### config.mk
export PLATFORM = sky130hd
export DESIGN_NAME = uart_rx_fsm
export DESIGN_NICKNAME = d
export VERILOG_FILES = /design/src/rtl/uart_rx_fsm.sv
export SDC_FILE = /design/constraint.sdc
export NUM_CORES = 1
export LEC_CHECK = 0
export BUFFER_PORTS_ARGS = -buffer_cell sky130_fd_sc_hd__buf_4
export CAP_MARGIN = 20
export CORE_AREA = 2 2 71 73
export CTS_CLUSTER_SIZE = 20
export DETAILED_ROUTE_END_ITERATION = 8
export DIE_AREA = 0 0 73 75
export HOLD_SLACK_MARGIN = 0.08
export SYNTH_ARGS = -nofsm -noshare
export SYNTH_HDL_FRONTEND = slang
export SYNTH_SLANG_ARGS = --single-unit
### constraint.sdc
create_clock -name clk -period 2.05 [get_ports clk]
set_input_delay 0 -clock clk [delete_from_list [all_inputs] [get_ports clk]]
set_output_delay 0 -clock clk [all_outputs]
set_load 0.02 [all_outputs]
### src/rtl/uart_rx_fsm.sv
// -----------------------------------------------------------------------------
// uart_rx_fsm
//   UART receiver that pairs with the team's UART transmit FSM. It oversamples
//   the asynchronous rx line and rebuilds each frame: start bit, 5-8 data bits
//   LSB-first, optional even parity, and 1 or 2 stop bits. Each received byte
//   is presented on a valid/ready output together with per-frame error flags.
//
// Parameters
//   CLKS_PER_BIT  clk cycles per bit period (>= 4, even)
//
// Ports
//   clk          in   clock
//   arst_n       in   asynchronous active-low reset
//   rx           in   serial line, asynchronous, idle high
//   num_data     in   data bits = 5 + num_data
//   parity       in   1 = an even parity bit follows the data
//   stop_2       in   1 = two stop bits
//   data         out  received byte, zero-extended above the top data bit
//   valid        out  data/flags hold a frame that has not been accepted
//   ready        in   consumer accepts when valid && ready
//   parity_err   out  parity mismatch in the held frame
//   frame_err    out  a stop bit sampled 0 in the held frame
//   overrun_err  out  a frame was dropped while valid && !ready
//
// Build option
//   UART_RX_GLITCH_FILTER_EN: every bit decision is a 2-of-3 majority of the
//   synchronised line around the sample point, taking effect one clk later.
// -----------------------------------------------------------------------------
module uart_rx_fsm #(
  parameter int CLKS_PER_BIT = 16
) (
  input  logic       clk,
  input  logic       arst_n,
  input  logic       rx,
  input  logic [1:0] num_data,
  input  logic       parity,
  input  logic       stop_2,
  output logic [7:0] data,
  output logic       valid,
  input  logic       ready,
  output logic       parity_err,
  output logic       frame_err,
  output logic       overrun_err
);

  localparam int CW = $clog2(CLKS_PER_BIT);
  localparam logic [CW-1:0] BIT_LAST = CW'(CLKS_PER_BIT - 1);
`ifdef UART_RX_GLITCH_FILTER_EN
  // The vote needs the sample after the nominal point, so the start decision
  // lands one clk later; every later bit keeps the full-period spacing.
  localparam logic [CW-1:0] START_PT = CW'(CLKS_PER_BIT / 2);
`else
  localparam logic [CW-1:0] START_PT = CW'(CLKS_PER_BIT / 2 - 1);
`endif

  typedef enum logic [2:0] {IDLE, START, DATA, PARITY, STOP_1, STOP_2} state_e;

  state_e          state_q, state_d;
  logic [CW-1:0]   clk_cnt_q, clk_cnt_d;
  logic [2:0]      bit_cnt_q, bit_cnt_d;
  logic [7:0]      shreg_q, shreg_d;
  logic [1:0]      nd_q, nd_d;
  logic            par_q, par_d;
  logic            st2_q, st2_d;
  logic            armed_q, armed_d;
  logic            perr_q, perr_d;
  logic            ferr_q, ferr_d;
  logic            done_q, done_d;
  logic [7:0]      data_q, data_d;
  logic            valid_q, valid_d;
  logic            parity_err_q, parity_err_d;
  logic            frame_err_q, frame_err_d;
  logic            overrun_err_q, overrun_err_d;

  logic            sync1_q, rxs_q;
  logic            bit_val;
  logic            sample_tick;
  logic [2:0]      last_bit;

  // Two-flop synchroniser; resets to the idle line level so no start is seen.
  always_ff @(posedge clk or negedge arst_n) begin
    if (!arst_n) begin
      sync1_q <= 1'b1;
      rxs_q   <= 1'b1;
    end else begin
      sync1_q <= rx;
      rxs_q   <= sync1_q;
    end
  end

`ifdef UART_RX_GLITCH_FILTER_EN
  logic rxs_d1_q, rxs_d2_q;

  always_ff @(posedge clk or negedge arst_n) begin
    if (!arst_n) begin
      rxs_d1_q <= 1'b1;
      rxs_d2_q <= 1'b1;
    end else begin
      rxs_d1_q <= rxs_q;
      rxs_d2_q <= rxs_d1_q;
    end
  end

  // rxs_q, rxs_d1_q, rxs_d2_q are the line at point +1, 0 and -1.
  assign bit_val = (rxs_q & rxs_d1_q) | (rxs_q & rxs_d2_q) | (rxs_d1_q & rxs_d2_q);
`else
  assign bit_val = rxs_q;
`endif

  assign sample_tick = (state_q == START) ? (clk_cnt_q == START_PT)
                                          : (clk_cnt_q == BIT_LAST);
  assign last_bit    = 3'd4 + {1'b0, nd_q};

  // Frame FSM: next state, bit timing and per-frame accumulation.
  always_comb begin
    // NOTE: every signal gets a default before the case so no path leaves it
    // unassigned; otherwise synthesis infers a latch.
    state_d   = state_q;
    clk_cnt_d = clk_cnt_q;
    bit_cnt_d = bit_cnt_q;
    shreg_d   = shreg_q;
    nd_d      = nd_q;
    par_d     = par_q;
    st2_d     = st2_q;
    armed_d   = armed_q;
    perr_d    = perr_q;
    ferr_d    = ferr_q;
    done_d    = 1'b0;

    if (state_q != IDLE) begin
      clk_cnt_d = sample_tick ? '0 : clk_cnt_q + CW'(1);
    end

    unique case (state_q)
      IDLE: begin
        clk_cnt_d = '0;
        if (rxs_q) begin
          armed_d = 1'b1;
        end else if (armed_q) begin
          state_d   = START;
          nd_d      = num_data;
          par_d     = parity;
          st2_d     = stop_2;
          shreg_d   = '0;
          bit_cnt_d = '0;
          perr_d    = 1'b0;
          ferr_d    = 1'b0;
        end
      end
      START: begin
        if (sample_tick) begin
          if (bit_val) begin
            state_d = IDLE;
          end else begin
            state_d   = DATA;
            bit_cnt_d = '0;
          end
        end
      end
      DATA: begin
        if (sample_tick) begin
          // Shift in from the top; the byte is right-aligned on output.
          shreg_d = {bit_val, shreg_q[7:1]};
          if (bit_cnt_q == last_bit) begin
            state_d = par_q ? PARITY : STOP_1;
          end else begin
            bit_cnt_d = bit_cnt_q + 3'd1;
          end
        end
      end
      PARITY: begin
        if (sample_tick) begin
          // Unused upper shreg bits are zero, so this is the data-bit parity.
          perr_d  = bit_val != ^shreg_q;
          state_d = STOP_1;
        end
      end
      STOP_1, STOP_2: begin
        if (sample_tick) begin
          ferr_d = ferr_q | ~bit_val;
          if (state_q == STOP_1 && st2_q) begin
            state_d = STOP_2;
          end else begin
            // Return to IDLE at mid-stop so a back-to-back start is caught;
            // after a low stop the line must go high again before re-arming.
            state_d = IDLE;
            done_d  = 1'b1;
            armed_d = ~ferr_d;
          end
        end
      end
      default: state_d = IDLE;
    endcase
  end

  // Output holding register with valid/ready handshake.
  always_comb begin
    data_d        = data_q;
    valid_d       = valid_q;
    parity_err_d  = parity_err_q;
    frame_err_d   = frame_err_q;
    overrun_err_d = overrun_err_q;

    if (valid_q && ready) begin
      valid_d       = 1'b0;
      overrun_err_d = 1'b0;
    end

    if (done_q) begin
      if (!valid_q || ready) begin
        data_d       = shreg_q >> (2'd3 - nd_q);
        parity_err_d = perr_q;
        frame_err_d  = ferr_q;
        valid_d      = 1'b1;
      end else begin
        overrun_err_d = 1'b1;
      end
    end
  end

  always_ff @(posedge clk or negedge arst_n) begin
    if (!arst_n) begin
      state_q       <= IDLE;
      clk_cnt_q     <= '0;
      bit_cnt_q     <= '0;
      shreg_q       <= '0;
      nd_q          <= '0;
      par_q         <= 1'b0;
      st2_q         <= 1'b0;
      armed_q       <= 1'b1;
      perr_q        <= 1'b0;
      ferr_q        <= 1'b0;
      done_q        <= 1'b0;
      data_q        <= '0;
      valid_q       <= 1'b0;
      parity_err_q  <= 1'b0;
      frame_err_q   <= 1'b0;
      overrun_err_q <= 1'b0;
    end else begin
      // NOTE: non-blocking assignments make every flop update from the values
      // before the edge, independent of statement order.
      state_q       <= state_d;
      clk_cnt_q     <= clk_cnt_d;
      bit_cnt_q     <= bit_cnt_d;
      shreg_q       <= shreg_d;
      nd_q          <= nd_d;
      par_q         <= par_d;
      st2_q         <= st2_d;
      armed_q       <= armed_d;
      perr_q        <= perr_d;
      ferr_q        <= ferr_d;
      done_q        <= done_d;
      data_q        <= data_d;
      valid_q       <= valid_d;
      parity_err_q  <= parity_err_d;
      frame_err_q   <= frame_err_d;
      overrun_err_q <= overrun_err_d;
    end
  end

  assign data        = data_q;
  assign valid       = valid_q;
  assign parity_err  = parity_err_q;
  assign frame_err   = frame_err_q;
  assign overrun_err = overrun_err_q;

endmodule

Word-level counts from Yosys, hierarchy flattened
Index checks and enable logic that the tools add are counted.
Cells by class
  shift operators: 1
  bitwise gates (word level): 3
  $lt $le $gt $ge: 0
  multiplexer cells: 45
  reductions and logical operators: 21
  equal/unequal tests: 20
  add/sub/neg operators: 4
  div/mod/pow operators: 0
  multipliers: 0
Operator list (count)
  2-to-1 mux 3 bit: 15
  2-to-1 mux 8 bit: 3
  inequality test 2 bit, second input constant: 11
  2-to-1 mux 1 bit: 17
  case mux 8 bit (2 select lines): 1
  AND reduction 4 bit: 4
  case mux 3 bit (5 select lines): 1
  AND reduction 7 bit: 2
  2-to-1 mux 4 bit: 3
  case mux 3 bit (3 select lines): 1
  nonzero test 2 bit: 4
  parity 8 bit: 1
  >> shifter 8 x 2 -> 8 bit: 1
  equality test 3 x 2 -> 1 bit, second input constant: 2
  equality test 3 bit, second input constant: 2
  case mux 1 bit (2 select lines): 3
  nonzero test 3 bit: 2
  adder 4 x 1 -> 4 bit, second input constant: 1
  equality test 4 x 3 -> 1 bit, second input constant: 1
  equality test 4 bit, second input constant: 1
  adder 3 x 1 -> 3 bit, second input constant: 1
  adder 3 x 2 -> 3 bit, first input constant: 1
  equality test 3 x 1 -> 1 bit, second input constant: 1
  equality test 3 bit: 1
  other kinds (12): 14
Storage, ports and cells
  bits in registers: 40
  bits in latches: 0
  memories: 0
  bits of input ports: 8
  ROM bits: 0
  RAM bits: 0
  output and inout port bits: 12

Logic depth before layout (Yosys ltp)
  word-level depth: 6
  depth in mapped cells: 8

Least setup slack after synthesis
No wires, ideal clock.
  path type: register to register
  start: reg clk_cnt_q[0]
  end: reg state_q[0]
  path buffers: 0
  setup slack: 0.489 ns
  data arrival time: 1.439 ns
  required time: 1.927 ns
  clock period less this slack: 1.561 ns
  cell stages (with the launch flop): 7
  cells stage by stage: dfrtp_1 ha_1 and2_0 o2bb2ai_1 o31a_1 and2_4 a2bb2o_2
On the way
  cells in the longest elaborated chain, start to end: 4
  elaborated cells on any way between the ends: 8
RTL lines
  start, declared: RTL line 59  | logic [CW-1:0] clk_cnt_q, clk_cnt_d;
  start signal, assigned: RTL line 243  | clk_cnt_q <= clk_cnt_d;
  equality test 4 bit or equality test 4 x 3 -> 1 bit (tied branches): RTL line 111, 110
  2-to-1 mux 1 bit *: RTL line 110  | assign sample_tick = (state_q == START) ? (clk_cnt_q == START_PT)
  inequality test 2 bit (no source line)
  AND reduction 7 bit (no source line) *
  end signal, assigned: RTL line 242  | state_q <= state_d;
  end, declared: RTL line 58  | state_e state_q, state_d;
Every way passes the cells marked *; elsewhere a longest branch is shown, timed or not.
A chain may end at the register's enable or synchronous reset.

Worst setup path in the final report
  start: reg clk_cnt_q[0]
  end: reg shreg_q[1]
On the way
  cells in the longest elaborated chain, start to end: 4
  elaborated cells on any way between the ends: 5
RTL lines
  equality test 4 bit or equality test 4 x 3 -> 1 bit (tied branches): RTL line 111, 110
  2-to-1 mux 1 bit *: RTL line 110
  inequality test 2 bit (no source line) *
  AND reduction 4 bit (no source line) *
  end signal, assigned: RTL line 245  | shreg_q <= shreg_d;
  end, declared: RTL line 61  | logic [7:0] shreg_q, shreg_d;
Marked as above.

==> impl_metrics.tcl <==
set metrics [dict create \
    ys_ff_latch 40 \
    clk_pin_slew_worst_paths_ns 0.08 \
    crit_slowest_cell "and2_1" \
    clock-sinks 40 \
    drtAntennaViolNets 0 \
    critPathTopFamily "simple AND/OR/NAND/NOR gates" \
    hpwl_mm 2.74 \
    ys.flop_type "dfrtp_1" \
    antenna_found_initial 0 \
    setup_viol 0 \
    design_power_total_mw 2.60 \
    worst_pin_slew_ns 0.518 \
    p_switching_mw 0.863 \
    maxSlewViolCount 0 \
    syn2layout_area_growth_pct 17.9 \
    ys_async_sr_fraction_pct 100 \
    root_buffer "clkbuf_8" \
    rows 25 \
    synth_area_leaders "dfrtp_1 45%, mux2_2 6.6%, nand2_1 5.7%" \
    diodes 0 \
    yosysTopAreaCell "dfrtp_1" \
    wl_mm 3.91 \
    clock.fmax_mhz 566 \
    run_status "complete, no violations" \
    ir_drop_mv 0.709 \
    port_buffers 19 \
    final-hold-violation-count 0 \
    seq_area_frac_synth_pct 49.0 \
    switching_share_pct 33.2 \
    vias 1453 \
    fp.dieH_um 75 \
    avgSynthCellArea_um2 10.1 \
    p_clk_share_pct 27.2 \
    grt-ovfl-total 0 \
    min_period_ns 1.77 \
    grt_max_degree 41 \
    via_per_inst 5.12 \
    p_int_mw 1.74 \
    fin_worst_skew_ns 0.00852 \
    p_comb_share_pct 30.5 \
    crit_chain "ha_1 > and2_0 > nand4_1 > and2_1 > o21ai_0" \
    fin_crit_sh_pct 86.1 \
    start_util_pct 44.0 \
    start_kind "flop" \
    htreeDepth 2 \
    dr.first_iter.drc_count 73 \
    relSlewSlack_pct 65.5 \
    place_congestion 0.845 \
    finish.utilization_pct 51.9 \
    hold_path.class "input port to asynchronous set/reset pin" \
    dp_cells 269 \
    drive_above_1_share_pct 22.6 \
    synth_warnings 0 \
    nets 239 \
    clock_path_buffers 2 \
    cpPeakStageDelay_ns 0.41 \
    finalSetupTns_ns 0 \
    cts_tree "built" \
    dieArea_um2 5480 \
    drc 0 \
    grt_setup_unrepaired "no" \
    power_leakage_nw 1.11 \
    power_density_nw_per_um2 1080 \
    grt_pass1_vias 1312 \
    synth_cell_types 41 \
    synth-edff-count 0 \
    core_area_um2 4660 \
    synth_nets 214 \
    syn_area_um2 2050 \
    fillers 428 \
    cp_max_fo 16 \
    grt_pass1_wl_mm 6.43 \
    path_buf_inv 0 \
    cp-end-kind "flop" \
    cts-buffers-inserted 5 \
    stdcell_count 284 \
    cp.arrival_ns 1.92 \
    io_pins 20 \
    wire_per_inst_um 13.8 \
    critPathKind "flop to flop" \
    cap_viol_max_count 0 \
    required_ns 2.20 \
    p_seq_share_pct 42.3 \
    insertion_delay_ns 0.29 \
    yosysTopAreaCellShare_pct 45.1 \
    cts_resized 0 \
    detailedRoute.firstPassIterationCount 4 \
    track_usage_pct 15.7 \
    synth_cells 204 \
    die_x_um 73 \
]
logic make-up (layout without fill, tap and decap cells):
logic type / count (synthesis) / in the layout / synth area share [%]
mux: 20 / 20 / 10.5
xor+xnor: 13 / 13 / 5.55
buf+inv: 14 / 40 / 3.60
compound gates: 43 / 43 / 12.8
simple gates: 72 / 72 / 17.3
fa+ha+maj: 2 / 2 / 1.22
flops: 40 / 40 / 49.0
worst reg2reg max path: stages, from the launching register on:
cell	delay, ns
dfrtp_1	0.40
ha_1	0.24
and2_0	0.26
nand4_1	0.15
and2_1	0.41
o21ai_0	0.19
placed cells by master (no fill, tap or decap), types with 4 or more instances in the layout:
cell	count
a21oi_1	11
buf_4	22
clkbuf_8	7
dfrtp_1	37
dlygate4sd3_1	7
mux2_2	12
mux2i_1	8
nand2_1	31
nand2b_1	4
nand3_1	5
nor2_1	11
nor2b_1	4
o21ai_0	15
xnor2_1	10
cell usage after synthesis, types with 3 or more instances:
| cell | count |
|---|---|
| clkbuf_1 | 3 |
| nor3_1 | 3 |
| xor2_1 | 3 |
| nand3_1 | 5 |
| nand2b_1 | 4 |
| nand2_1 | 31 |
| dfrtp_1 | 37 |
| o21ai_1 | 3 |
| mux2_2 | 12 |
| mux2i_1 | 8 |
| nor2_1 | 11 |
| buf_2 | 5 |
| and3_1 | 3 |
| dfstp_2 | 3 |
| nor2b_1 | 4 |
| a31oi_1 | 3 |
| inv_1 | 3 |
| a21oi_1 | 11 |
| o21ai_0 | 15 |
| xnor2_1 | 10 |
| a22o_1 | 3 |
area by class of cell:
class | instances | area [um^2] | share of cell area, %
multi-input cells | 150 | 972 | 40.2
clock inverters | 1 | 30.0 | 1.24
flip-flops and latches | 40 | 1000 | 41.6
inverters | 3 | 11.3 | 0.466
well taps | 54 | 67.6 | 2.80
repair buffers | 29 | 235 | 9.73
clock buffers | 7 | 96.3 | 3.99
stage by stage:
stage                     area [um^2]  setup slack (ns)  hold slack (ns)
after global placement           2220             0.354          0.00790
after CTS                        2420             0.285            0.225
final                            2420             0.284            0.228
after detailed placement         2220             0.317          0.00845
after global routing             2420             0.151            0.265
after floorplan                  2050             0.489           -0.296
state kept, by name, summed over array words and instances (netlist names), 2 cells and up:
| name | flops |
|---|---|
| data | 8 |
| clk_cnt_q | 4 |
| shreg_q | 8 |
| bit_cnt_q | 3 |
| nd_q | 2 |
| state_q | 3 |
power by group through the flow:
stage | sequential [mW] | combinational [mW] | clock, mW
CTS | 1.10 | 0.798 | 0.723
global route | 1.13 | 0.883 | 0.753
finish | 1.10 | 0.793 | 0.707
detailed placement | 1.11 | 0.784 | 0
floorplan | 1.00 | 0.744 | 0
global placement | 1.11 | 0.780 | 0
final timing paths:
check	depth (start not counted)	from	end	slack, ns
worst max-delay path	5	clk_cnt_q[0]$_DFF_PN0_	shreg_q[1]$_DFFE_PN0P_	0.28
worst min-delay path	2	arst_n	overrun_err$_DFF_PN0_	0.23
worst max register to register	5	clk_cnt_q[0]$_DFF_PN0_	shreg_q[1]$_DFFE_PN0P_	0.28
worst min register to register	0	sync1_q$_DFF_PN1_	bit_val$_DFF_PN1_	0.36
max in group asynchronous	2	arst_n	bit_val$_DFF_PN1_	1.46
min in group clk	2	rx	sync1_q$_DFF_PN1_	0.35
repair_timing:
action | 4_1_cts | 5_1_grt
endpoints found under the setup margin | 0 | 0
hold endpoints to repair | 47 | 0
setup buffers | 0 | 0
hold buffers | 7 | 0
layer usage:
layer | GRT usage [%] | vias up | wire [um]
met2 | 22.2 | 28 | 1600
met1 | 22.3 | 668 | 2120
met3 | 4.02 | 8 | 120
met4 | 7.82 | 0 | 70
met5 | 0 | - | 0
li1 | - | 749 | -
No activity file was read; power rests on OpenSTA's default activity.
